**config.mk**
```make
export PLATFORM = sky130hd
export DESIGN_NAME = tqv_peri_initiator_flat
export DESIGN_NICKNAME = d
export VERILOG_FILES = /design/src/rtl/tqv_peri_pkg.sv /design/src/rtl/tqv_peri_initiator_if.sv /design/src/rtl/tqv_peri_initiator.sv /design/src/flat_wrapper.sv
export SDC_FILE = /design/constraint.sdc
export NUM_CORES = 1
export LEC_CHECK = 0
export ABC_AREA = 0
export CORE_ASPECT_RATIO = 0.5
export CORE_MARGIN = 2
export CORE_UTILIZATION = 44
export CTS_BUF_LIST = sky130_fd_sc_hd__clkbuf_2 sky130_fd_sc_hd__clkbuf_4 sky130_fd_sc_hd__clkbuf_8
export DETAILED_ROUTE_END_ITERATION = 8
export GPL_TIMING_DRIVEN = 0
export PLACE_DENSITY = 0.89
export SETUP_SLACK_MARGIN = 0.02
export SYNTH_ARGS = -nofsm -noshare
export SYNTH_HDL_FRONTEND = slang
export SYNTH_SLANG_ARGS = --single-unit
```
**constraint.sdc**
```tcl
create_clock -name clk -period 2.35 [get_ports clk]
set_clock_uncertainty 0.15 [all_clocks]
set_input_delay 0.235 -clock clk [delete_from_list [all_inputs] [get_ports clk]]
set_output_delay 0.235 -clock clk [all_outputs]
set_load 0.01 [all_outputs]
```
**src/rtl/tqv_peri_pkg.sv**
```systemverilog
// rtl/tqv_peri_pkg.sv - shared TinyQV peripheral bus types, size codes and read-data masking
package tqv_peri_pkg;

  localparam logic [1:0] SIZE_BYTE = 2'b00;
  localparam logic [1:0] SIZE_HALF = 2'b01;
  localparam logic [1:0] SIZE_WORD = 2'b10;
  localparam logic [1:0] SIZE_NONE = 2'b11;

  typedef enum logic [1:0] {
    ST_IDLE  = 2'd0,
    ST_WRITE = 2'd1,
    ST_READ  = 2'd2,
    ST_RESP  = 2'd3
  } state_e;

  // Zero-extend responder data to the access size; an illegal size yields 0.
  function automatic logic [31:0] mask_rdata(input logic [1:0] size, input logic [31:0] data);
    case (size)
      SIZE_BYTE: return {24'h0, data[7:0]};
      SIZE_HALF: return {16'h0, data[15:0]};
      SIZE_WORD: return data;
      default:   return 32'h0;
    endcase
  endfunction

endpackage

```
**src/rtl/tqv_peri_initiator_if.sv**
```systemverilog
// rtl/tqv_peri_initiator_if.sv - request/response handshake and peripheral bus signals
interface tqv_peri_initiator_if;
  logic        req_valid;
  logic        req_ready;
  logic        req_we;
  logic [1:0]  req_size;
  logic [5:0]  req_addr;
  logic [31:0] req_wdata;
  logic        rsp_valid;
  logic        rsp_ready;
  logic [31:0] rsp_rdata;
  logic        rsp_err;
  logic [5:0]  address;
  logic [31:0] data_in;
  logic [1:0]  data_write_n;
  logic [1:0]  data_read_n;
  logic [31:0] data_out;
  logic        data_ready;

  modport master (
    input  req_valid, req_we, req_size, req_addr, req_wdata, rsp_ready, data_out, data_ready,
    output req_ready, rsp_valid, rsp_rdata, rsp_err, address, data_in, data_write_n, data_read_n
  );

  modport slave (
    output req_valid, req_we, req_size, req_addr, req_wdata, rsp_ready, data_out, data_ready,
    input  req_ready, rsp_valid, rsp_rdata, rsp_err, address, data_in, data_write_n, data_read_n
  );
endinterface

```
**src/rtl/tqv_peri_initiator.sv**
```systemverilog
// rtl/tqv_peri_initiator.sv - single-outstanding TinyQV peripheral bus initiator with read timeout
module tqv_peri_initiator
  import tqv_peri_pkg::*;
#(
  parameter int TIMEOUT = 64
) (
  input  logic                   clk,
  input  logic                   rst_n,
  tqv_peri_initiator_if.master   bus
);

  localparam int CNT_W = $clog2(TIMEOUT);
  localparam logic [CNT_W-1:0] CNT_LAST = CNT_W'(TIMEOUT - 1);

  state_e            state_q, state_d;
  logic [1:0]        size_q, size_d;
  logic [CNT_W-1:0]  cnt_q, cnt_d;
  logic [5:0]        address_q, address_d;
  logic [31:0]       data_in_q, data_in_d;
  logic [1:0]        write_n_q, write_n_d;
  logic [1:0]        read_n_q, read_n_d;
  logic              rsp_valid_q, rsp_valid_d;
  logic [31:0]       rsp_rdata_q, rsp_rdata_d;
  logic              rsp_err_q, rsp_err_d;

  always_comb begin
    state_d     = state_q;
    size_d      = size_q;
    cnt_d       = cnt_q;
    address_d   = address_q;
    data_in_d   = data_in_q;
    write_n_d   = SIZE_NONE;
    read_n_d    = SIZE_NONE;
    rsp_valid_d = rsp_valid_q;
    rsp_rdata_d = rsp_rdata_q;
    rsp_err_d   = rsp_err_q;

    case (state_q)
      ST_IDLE: begin
        if (bus.req_valid) begin
          size_d    = bus.req_size;
          address_d = bus.req_addr;
          data_in_d = bus.req_wdata;
          if (bus.req_size == SIZE_NONE) begin
            state_d     = ST_RESP;
            rsp_valid_d = 1'b1;
            rsp_rdata_d = 32'h0;
            rsp_err_d   = 1'b1;
          end else if (bus.req_we) begin
            state_d   = ST_WRITE;
            write_n_d = bus.req_size;
          end else begin
            state_d  = ST_READ;
            read_n_d = bus.req_size;
            cnt_d    = '0;
          end
        end
      end
      ST_WRITE: begin
        state_d     = ST_RESP;
        rsp_valid_d = 1'b1;
        rsp_rdata_d = 32'h0;
        rsp_err_d   = 1'b0;
      end
      ST_READ: begin
        cnt_d = cnt_q + 1'b1;
        // data_ready wins over the timeout when both land in the same cycle
        if (bus.data_ready) begin
          state_d     = ST_RESP;
          rsp_valid_d = 1'b1;
          rsp_rdata_d = mask_rdata(size_q, bus.data_out);
          rsp_err_d   = 1'b0;
        end else if (cnt_q == CNT_LAST) begin
          state_d     = ST_RESP;
          rsp_valid_d = 1'b1;
          rsp_rdata_d = 32'h0;
          rsp_err_d   = 1'b1;
        end else begin
          read_n_d = size_q;
        end
      end
      ST_RESP: begin
        if (bus.rsp_ready) begin
          state_d     = ST_IDLE;
          rsp_valid_d = 1'b0;
        end
      end
      default: state_d = ST_IDLE;
    endcase
  end

  always_ff @(posedge clk) begin
    if (!rst_n) begin
      state_q     <= ST_IDLE;
      size_q      <= SIZE_NONE;
      cnt_q       <= '0;
      address_q   <= 6'h0;
      data_in_q   <= 32'h0;
      write_n_q   <= SIZE_NONE;
      read_n_q    <= SIZE_NONE;
      rsp_valid_q <= 1'b0;
      rsp_rdata_q <= 32'h0;
      rsp_err_q   <= 1'b0;
    end else begin
      state_q     <= state_d;
      size_q      <= size_d;
      cnt_q       <= cnt_d;
      address_q   <= address_d;
      data_in_q   <= data_in_d;
      write_n_q   <= write_n_d;
      read_n_q    <= read_n_d;
      rsp_valid_q <= rsp_valid_d;
      rsp_rdata_q <= rsp_rdata_d;
      rsp_err_q   <= rsp_err_d;
    end
  end

  assign bus.req_ready    = (state_q == ST_IDLE);
  assign bus.rsp_valid    = rsp_valid_q;
  assign bus.rsp_rdata    = rsp_rdata_q;
  assign bus.rsp_err      = rsp_err_q;
  assign bus.address      = address_q;
  assign bus.data_in      = data_in_q;
  assign bus.data_write_n = write_n_q;
  assign bus.data_read_n  = read_n_q;

endmodule
```
**src/flat_wrapper.sv**
```systemverilog
// flat-port wrapper written by rule: the top's interface ports become plain ports
module tqv_peri_initiator_flat import tqv_peri_pkg::*;
#(
  parameter int TIMEOUT = 64
)
  (clk, rst_n, bus_req_valid, bus_req_we, bus_req_size, bus_req_addr, bus_req_wdata, bus_rsp_ready, bus_data_out, bus_data_ready, bus_req_ready, bus_rsp_valid, bus_rsp_rdata, bus_rsp_err, bus_address, bus_data_in, bus_data_write_n, bus_data_read_n);
  tqv_peri_initiator_if bus_i ();
  input  logic clk;
  input  logic rst_n;
  input wire logic [$bits(bus_i.req_valid)-1:0] bus_req_valid;
  input wire logic [$bits(bus_i.req_we)-1:0] bus_req_we;
  input wire logic [$bits(bus_i.req_size)-1:0] bus_req_size;
  input wire logic [$bits(bus_i.req_addr)-1:0] bus_req_addr;
  input wire logic [$bits(bus_i.req_wdata)-1:0] bus_req_wdata;
  input wire logic [$bits(bus_i.rsp_ready)-1:0] bus_rsp_ready;
  input wire logic [$bits(bus_i.data_out)-1:0] bus_data_out;
  input wire logic [$bits(bus_i.data_ready)-1:0] bus_data_ready;
  output wire logic [$bits(bus_i.req_ready)-1:0] bus_req_ready;
  output wire logic [$bits(bus_i.rsp_valid)-1:0] bus_rsp_valid;
  output wire logic [$bits(bus_i.rsp_rdata)-1:0] bus_rsp_rdata;
  output wire logic [$bits(bus_i.rsp_err)-1:0] bus_rsp_err;
  output wire logic [$bits(bus_i.address)-1:0] bus_address;
  output wire logic [$bits(bus_i.data_in)-1:0] bus_data_in;
  output wire logic [$bits(bus_i.data_write_n)-1:0] bus_data_write_n;
  output wire logic [$bits(bus_i.data_read_n)-1:0] bus_data_read_n;
  assign bus_i.req_valid = bus_req_valid;
  assign bus_i.req_we = bus_req_we;
  assign bus_i.req_size = bus_req_size;
  assign bus_i.req_addr = bus_req_addr;
  assign bus_i.req_wdata = bus_req_wdata;
  assign bus_i.rsp_ready = bus_rsp_ready;
  assign bus_i.data_out = bus_data_out;
  assign bus_i.data_ready = bus_data_ready;
  assign bus_req_ready = bus_i.req_ready;
  assign bus_rsp_valid = bus_i.rsp_valid;
  assign bus_rsp_rdata = bus_i.rsp_rdata;
  assign bus_rsp_err = bus_i.rsp_err;
  assign bus_address = bus_i.address;
  assign bus_data_in = bus_i.data_in;
  assign bus_data_write_n = bus_i.data_write_n;
  assign bus_data_read_n = bus_i.data_read_n;
  tqv_peri_initiator #(.TIMEOUT(TIMEOUT)) u_core (.clk(clk), .rst_n(rst_n), .bus(bus_i));
endmodule
```
==> summary.md, run 1 <==
| Metric | Value |
|---|---|
| Outcome | completed |
| Least-Margin Pin Slew | 680 ps |
| Layout area overhead | 52.5% |
| Initial antenna violation count | 0 |
| Largest family of logic cells by synthesized area | simple AND/OR/NAND/NOR gates |
| PostCTS Resize Cnt | 0 |
| Largest net degree at the start of global routing | 14 |
| Total power | about 4500 uW |
| RePlAce Congestion | about 0.8 |
| Synth Area in Simple Gates | slightly above 20% |
| Register area | 1720 um2 |
| Most numerous cell in the Yosys netlist | nand2_1 |
| # hold bufs at CTS | 0 |
| Seq pwr share | a little under two fifths |
| Critical Path AT | 2310 ps |
| Clock sink count | 86 |
| Setup bufs post-CTS | 0 |
| Global-route wire length before repair | 14.3 mm |
| Crit path required time | 2480 ps |
| Slew headroom | between 50 and 60% |
| Cell-internal power | about 3000 uW |
| PD cells | 830 nW/um2 |
| Syn_area_per_cell | between 8 and 9 um2 |
| # setup viols final | 0 |
| Leak | 0.00197 uW |
| Warning count from the yosys run | 0 |
| DR WL/cell | 13.6 um |
| Min-Delay Path Class | in2reg |
| CTS tree | yes |
| Synth Flop Type | dfxtp_1 |
| Hold Path Sink | u_core.bus.rsp_rdata[20] |
| Fmax | 458 MHz |
| Slew Limit Fails | 0 |
| Hold depth | 3 |
| R2R setup slack | approximately 170 ps |
| Share of cells above drive strength 1 | 5.80% |
| GRT Total Usage | 20.3% |
| Root buffer cell | clkbuf_8 |
| Worst vdd ir | 0.000374 V |
| Synth unique cells | 39 |
| Final min period | 2180 ps |
| Starting Density | 45.0% |
| Row cnt | 23 |
| Final worst-path cycle share | 92.8% |
| Die height | 67.6 um |
| Comb pwr share | 39.8% |
| Sw Ratio | between 30% and 40% |
| Clk slew on worst S/H paths | 80 ps |
| Max_cap viols | 0 |
| RSZ-0062 raised after global routing | no |
| Post-Syn Area | 3560 um2 |
| Min-delay src | bus_data_out[20] |
| GRT overflow | 0 |
| Hold Fails Final Rpt | 0 |
| Final Net Count | about 650 |
| Antenna-violating nets left | 0 |
| Vias per cell | 4.85 |
| Area fraction of the dominant cell type after synthesis | 48.3% |
| Die W | 131 um |
| Yosys reg bits | 86 |
| Setup TNS Final | 0 ps |
| Worst R2R End | u_core.bus.rsp_rdata[11] |
| Clk network pwr share | 21.9% |
| Worst Setup End Kind | register |
| Vias | 3,305 |
| Area of the multi-input gates | 1660 um2 |
| Synth top area cells | dfxtp_1, nand2_1, mux2i_1 |
| R2R Path Start | u_core.state_q[0] |
| Post-Syn Nets | 481 |
| Synth top cells by count | nand2_1, dfxtp_1, a21boi_0 |
| Port bufs | around 150 |
| Residual DRC | 0 |
| Vias in the first global route | between 3k and 4k |
| H-tree Lvls | 3 |
| Compound-Gate Fraction of Synth Area | 13.9% |
| TritonCTS Buffers | 9 |
| Post-synthesis mux area share | 10.5% |
| TritonRoute pass-1 iters | 4 |
| Detailed Route Iter0 Violations | 137 |
| Post-synth EDFFs | 0 |
| Critical Path Fanout Max | 10 |
| DRT Wirelength | 9.27 mm |
| Switching pwr | roughly 1500 uW |
| Post-Syn Instances | 399 |
| Worst setup SP type | register |
| CTS max path bufs | 2 |
| Critical path type | reg2reg |
| Post-synth ARST share | 0% |
| Diode count | 0 |
| Fillcell total | 615 |
| Post-Synth Adder-Cell Area | 1.40% |
| R2r worst-path depth | 7 |
| Core Region | 7910 um2 |
| Die area | 8880 um2 |
| # IOs | roughly 160 |
| Sequential share of the synthesized area | 48.3% |
| Dpl hpwl | 6.77 mm |
| Cell accounting for the most synthesized area | dfxtp_1 |
| Worst-Skew Late Latency | 360 ps |
| Post-synthesis xor/xnor area fraction | 0.492% |
## cells in the final DEF, fill, tap and decap left out, drive strengths merged
| master | Yosys | final |
|---|---|---|
| and2b | 1 | 1 |
| clkbuf | 14 | 27 |
| buf | 10 | 10 |
| mux2i | 36 | 36 |
| nor2b | 1 | 1 |
| o21ai | 6 | 6 |
| o21a | 1 | 1 |
| a211o | 1 | 1 |
| o211a | 1 | 1 |
| nand2 | 149 | 149 |
| or3b | 1 | 1 |
| ha | 4 | 4 |
| clkdlybuf4s50 | 0 | 154 |
| nor2 | 5 | 5 |
| a21boi | 39 | 39 |
| or3 | 3 | 3 |
| xor2 | 1 | 1 |
| clkinv | 0 | 2 |
| a31oi | 2 | 2 |
| a21bo | 1 | 1 |
| and2 | 1 | 1 |
| dfxtp | 86 | 86 |
| nand3 | 7 | 7 |
| nor3b | 1 | 1 |
| o221ai | 2 | 2 |
| nand4b | 2 | 2 |
| xnor2 | 1 | 1 |
| mux2 | 1 | 1 |
| nand2b | 3 | 3 |
| inv | 7 | 7 |
| clkinvlp | 0 | 1 |
| and3 | 1 | 1 |
| a21oi | 6 | 6 |
| a221o | 4 | 4 |
| or4 | 1 | 1 |
## per-layer routing
metal / wire [um] / global-route usage, % / vias to the layer above
met4: 75 / 7.20 / 0
met3: 455 / 5.71 / 7
met2: 4650 / 37.1 / 90
met1: 4090 / 23.6 / 1557
met5: 0 / 0 / -
li1: - / - / 1651
## worst max path at each step
stage | from | end | slack [ps] | cells past startpoint
after CTS | u_core.state_q[0] | u_core.bus.rsp_rdata[11] | 170 | 7
after floorplan | u_core.state_q[0] | u_core.bus.rsp_rdata[0] | 390 | 7
after detailed placement | bus_req_valid | u_core.bus.rsp_rdata[11] | 150 | 6
after global placement | bus_req_valid | u_core.bus.rsp_rdata[24] | 200 | 6
after global routing | u_core.state_q[0] | u_core.bus.rsp_rdata[11] | 60 | 7
final | u_core.state_q[0] | u_core.bus.rsp_rdata[11] | 170 | 7
## per-stage QoR
stage	utilization (%)	worst slack, ps	hold slack (ps)	instances	cell area, um2
after floorplan	-	392	172	399	3560
after global placement	66.3	202	291	665	5240
after detailed placement	66.3	150	297	665	5240
after CTS	68.7	170	258	681	5430
after global routing	68.7	60.1	271	681	5430
final	68.7	169	280	681	5430
## registers in the layout (all words and copies together) (netlist names)
| signal | flops |
|---|---|
| u_core.bus.data_in | 32 |
| u_core.bus.rsp_rdata | 32 |
| u_core.bus.address | 6 |
| u_core.cnt_q | 6 |
| u_core.bus.data_read_n | 2 |
| u_core.bus.data_write_n | 2 |
| u_core.size_q | 2 |
| u_core.state_q | 2 |
| u_core.bus.rsp_err | 1 |
| u_core.bus.rsp_valid | 1 |
## final cells by class
type                    count  share of cell area (%)
well taps                 112                    2.58
multi-input cells         282                    30.6
inverters                   7                   0.484
repair buffers            154                    28.4
clock inverters             3                   0.322
clock buffers              13                    3.18
flip-flops and latches     86                    31.7
plain buffers              24                    2.81
## power by group through the flow
stage	Clock, uW	Sequential [uW]	Combinational (uW)
5_1_grt	1080	1750	1930
2_1_floorplan	0	1810	1080
4_1_cts	1020	1730	1810
3_5_place_dp	0	1760	1790
6_report	990	1730	1790
3_3_place_gp	0	1750	1760
## kinds of logic after synthesis
family,count (synthesis)
xor gates and xnor gates,2
and+or+nand+nor,176
muxes,37
adders and majority gates,4
DFF,86
AOI/OAI and AO/OA,63
buffers and inverters,31
## critical path, stage by stage, from the launching register on
cell and delay [ps]:
dfxtp_1 340, inv_1 90, ha_1 220, buf_2 250
mux2_4 330, a21oi_4 320, buf_12 200, mux2i_1 200
No activity file was read; power rests on OpenSTA's default activity.
==> run 2, diff against run 1 <==
- ABC_AREA: 0 -> default
==> results of run 2 <==
No change in the layout: final DEF, timing and power equal those of run 1.
==> RTL change, RTL diff (settings of run 1) <==
Re-encode `state_e` (4 states) as one-hot, 4 bits wide.
--- a/src/rtl/tqv_peri_pkg.sv
+++ b/src/rtl/tqv_peri_pkg.sv
@@ -6,11 +6,11 @@
   localparam logic [1:0] SIZE_WORD = 2'b10;
   localparam logic [1:0] SIZE_NONE = 2'b11;
 
-  typedef enum logic [1:0] {
-    ST_IDLE  = 2'd0,
-    ST_WRITE = 2'd1,
-    ST_READ  = 2'd2,
-    ST_RESP  = 2'd3
+  typedef enum logic [3:0] {
+    ST_IDLE  = 4'b0001,
+    ST_WRITE = 4'b0010,
+    ST_READ  = 4'b0100,
+    ST_RESP  = 4'b1000
   } state_e;
 
   // Zero-extend responder data to the access size; an illegal size yields 0.
Formal check against the unedited RTL: same outputs for any inputs over 4 cycles, from zero or initial values and one cycle with rst_n low; so few cycles prove little.
==> RTL change against run 1 <==
Die area is 11% lower; via count is 7.5% lower; cell area is 6.6% lower; core utilization is 5.6 points higher; critical path depth is 2 lower; area after synthesis is 11% lower; worst setup slack worse by 0.055 ns; synthesized cell count is 15% lower; wire length is 4.2% lower; sequential cell count is 2 higher; critical path type unchanged; critical endpoint is now u_core.bus.rsp_rdata[22]; largest cell class unchanged.
Power is not compared: it rests on default switching activity, and its combinational part moved more than twofold at a synthesized area within 25%.
==> RTL change: results (changes against run 1) <==
.. list-table::
   :header-rows: 1

   * - Metric
     - Value
   * - Status
     - finished clean
   * - Highest-delay cell along the critical path
     - or4b_4
   * - Count of cell types in the netlist
     - 43 (+10%)
   * - Top cells by area, synth
     - dfxtp_1 56%, nand2_1 9.9%, a21oi_1 7.7%, a22o_2 6.9%, a22o_1 2.8%
   * - Yosys Warn Count
     - 0 (unchanged)
   * - Arrival time worst endpoint
     - 2.38 ns (+0.07 ns)
   * - Initial antenna violation count
     - 0 (unchanged)
   * - Wire length of the first global-routing pass
     - 13,900 um (-3.2%)
   * - Slew at the pin closest to its max-slew limit
     - 0.724 ns (+0.0449 ns)
   * - Port Buffer Count
     - 153 (-0.65%)
   * - Gp weighted congestion
     - 0.772 (-5.6%)
   * - Commonest cells post-synth
     - 88 x dfxtp_1, 84 x nand2_1, 49 x a21oi_1
   * - Kind of cell adding the most delay to the critical path
     - compound AO/OA/AOI/OAI gates
   * - Via count of the first global-routing pass
     - 2,872 (-5.1%)
   * - Final routed wirelength across all metal layers
     - 8880 um (-4.2%)
   * - Minimum setup slack after placement
     - -0.208 ns (-0.358 ns)
   * - Half-perimeter wire length after placement
     - 6440 um (-4.9%)
   * - Total routing usage reported by global routing
     - 22.6% (+2.3 points)
   * - Number of nets produced by synthesis
     - 419 (-13%)
   * - Vias after detailed routing
     - 3,056 (-7.5%)
   * - Max-slew violation count
     - 0 (unchanged)
   * - Number of optimization iterations in the first detailed-route pass
     - 6 (+2)
   * - Mapped Avg Cell Area
     - 9.33 um^2 (+4.5%)
   * - Share of post-route cells with drive strength above 1
     - 11.5% (+5.7 points)
   * - Violation count after the first detailed-routing iteration
     - 182 (+33%)
   * - Number of placed cells counting well taps
     - 585 (-12%)
   * - Depth of the worst register-to-register path
     - 5 (-2)
   * - Biggest cell delay along the critical path
     - 0.60 ns (+0.26 ns)
   * - Maximum ir drop on the vdd rail
     - 0.486 mV
   * - # H-tree levels
     - 3 (unchanged)
   * - Sequential area share after synthesis
     - 55.6% (+7.2 points)
   * - Post-layout instance count excluding filler cells
     - 603 (-11%)
==> RTL change: cell types whose count changed after synthesis, moves of 4 or more <==
cell and delta:
a22o_1 +10, clkbuf_1 -4, a21oi_1 +44, mux2i_1 -36
a21boi_0 -38, a22o_2 +22, o21ai_0 +4, a221o_1 -4
nand2_1 -65
==> RTL change: power breakdown <==
group	internal [mW]	leakage (nW)	switching, mW
logic	0.348	1.06	0.309
clock network	0.663	0.118	0.493
registers	1.57	0.717	0.0489
==> RTL change: through the flow <==
step	power, mW	instance area, um^2
CTS	3.45	5060
global route	3.59	5080
finish	3.44	5080
detailed placement	2.30	4820
floorplan	1.94	3170
global placement	2.29	4820
==> RTL change: routing by layer <==
metal	GRT usage [%]	up-vias	share of wire [%]
li1	-	1518	-
met5	0	-	0
met1	26.7	1408	41
met2	38.9	117	48
met4	8.15	0	1.5
met3	6.79	13	8.6
==> RTL change: final cells by class <==
cell class	count	area, um^2
Tap cell	92	115
Timing Repair Buffer	155	1550
Clock buffer	13	160
Clock inverter	3	65.1
Multi-Input combinational cell	227	1300
Fill cell	523	1760
Sequential cell	88	1760
Inverter	6	22.5
Buffer	19	101
==> RTL change: path summary, 6_finish.rpt <==
check                          start                  endpoint  slack [ns]
setup reg to reg   u_core.state_q[3]  u_core.bus.rsp_rdata[22]        0.11
hold reg to reg   u_core.bus.rsp_err        u_core.bus.rsp_err        0.30
hold / removal     bus_req_wdata[23]    u_core.bus.data_in[23]        0.28
setup / recovery   u_core.state_q[3]  u_core.bus.rsp_rdata[22]        0.11
==> RTL change: cell families (layout without fill, tap and decap cells) <==
kind of cell	count (synthesis)	count (layout)	synth area share [%]
simple gates	124	124	17.5
xor+xnor	1	1	0.276
buf+inv	25	196	3.91
flops	88	88	55.6
fa+ha+maj	1	1	0.395
compound gates	101	101	22.4
==> RTL change: timing repair <==
item / CTS / global route
setup buffers: 0 / 1
gates cloned: 0 / 0
endpoints found under the setup margin: 11 / 3
hold endpoints to repair: 1 / 0
hold buffers: 1 / 0
gates resized for setup: 2 / 3
==> RTL change: worst reg2reg max path, delay by kind of cell (launching register included) <==
kind / cells / cell delay [ns]
compound gates: 3 / 0.86
buf+inv: 1 / 0.19
flops: 1 / 0.38
simple gates: 1 / 0.60
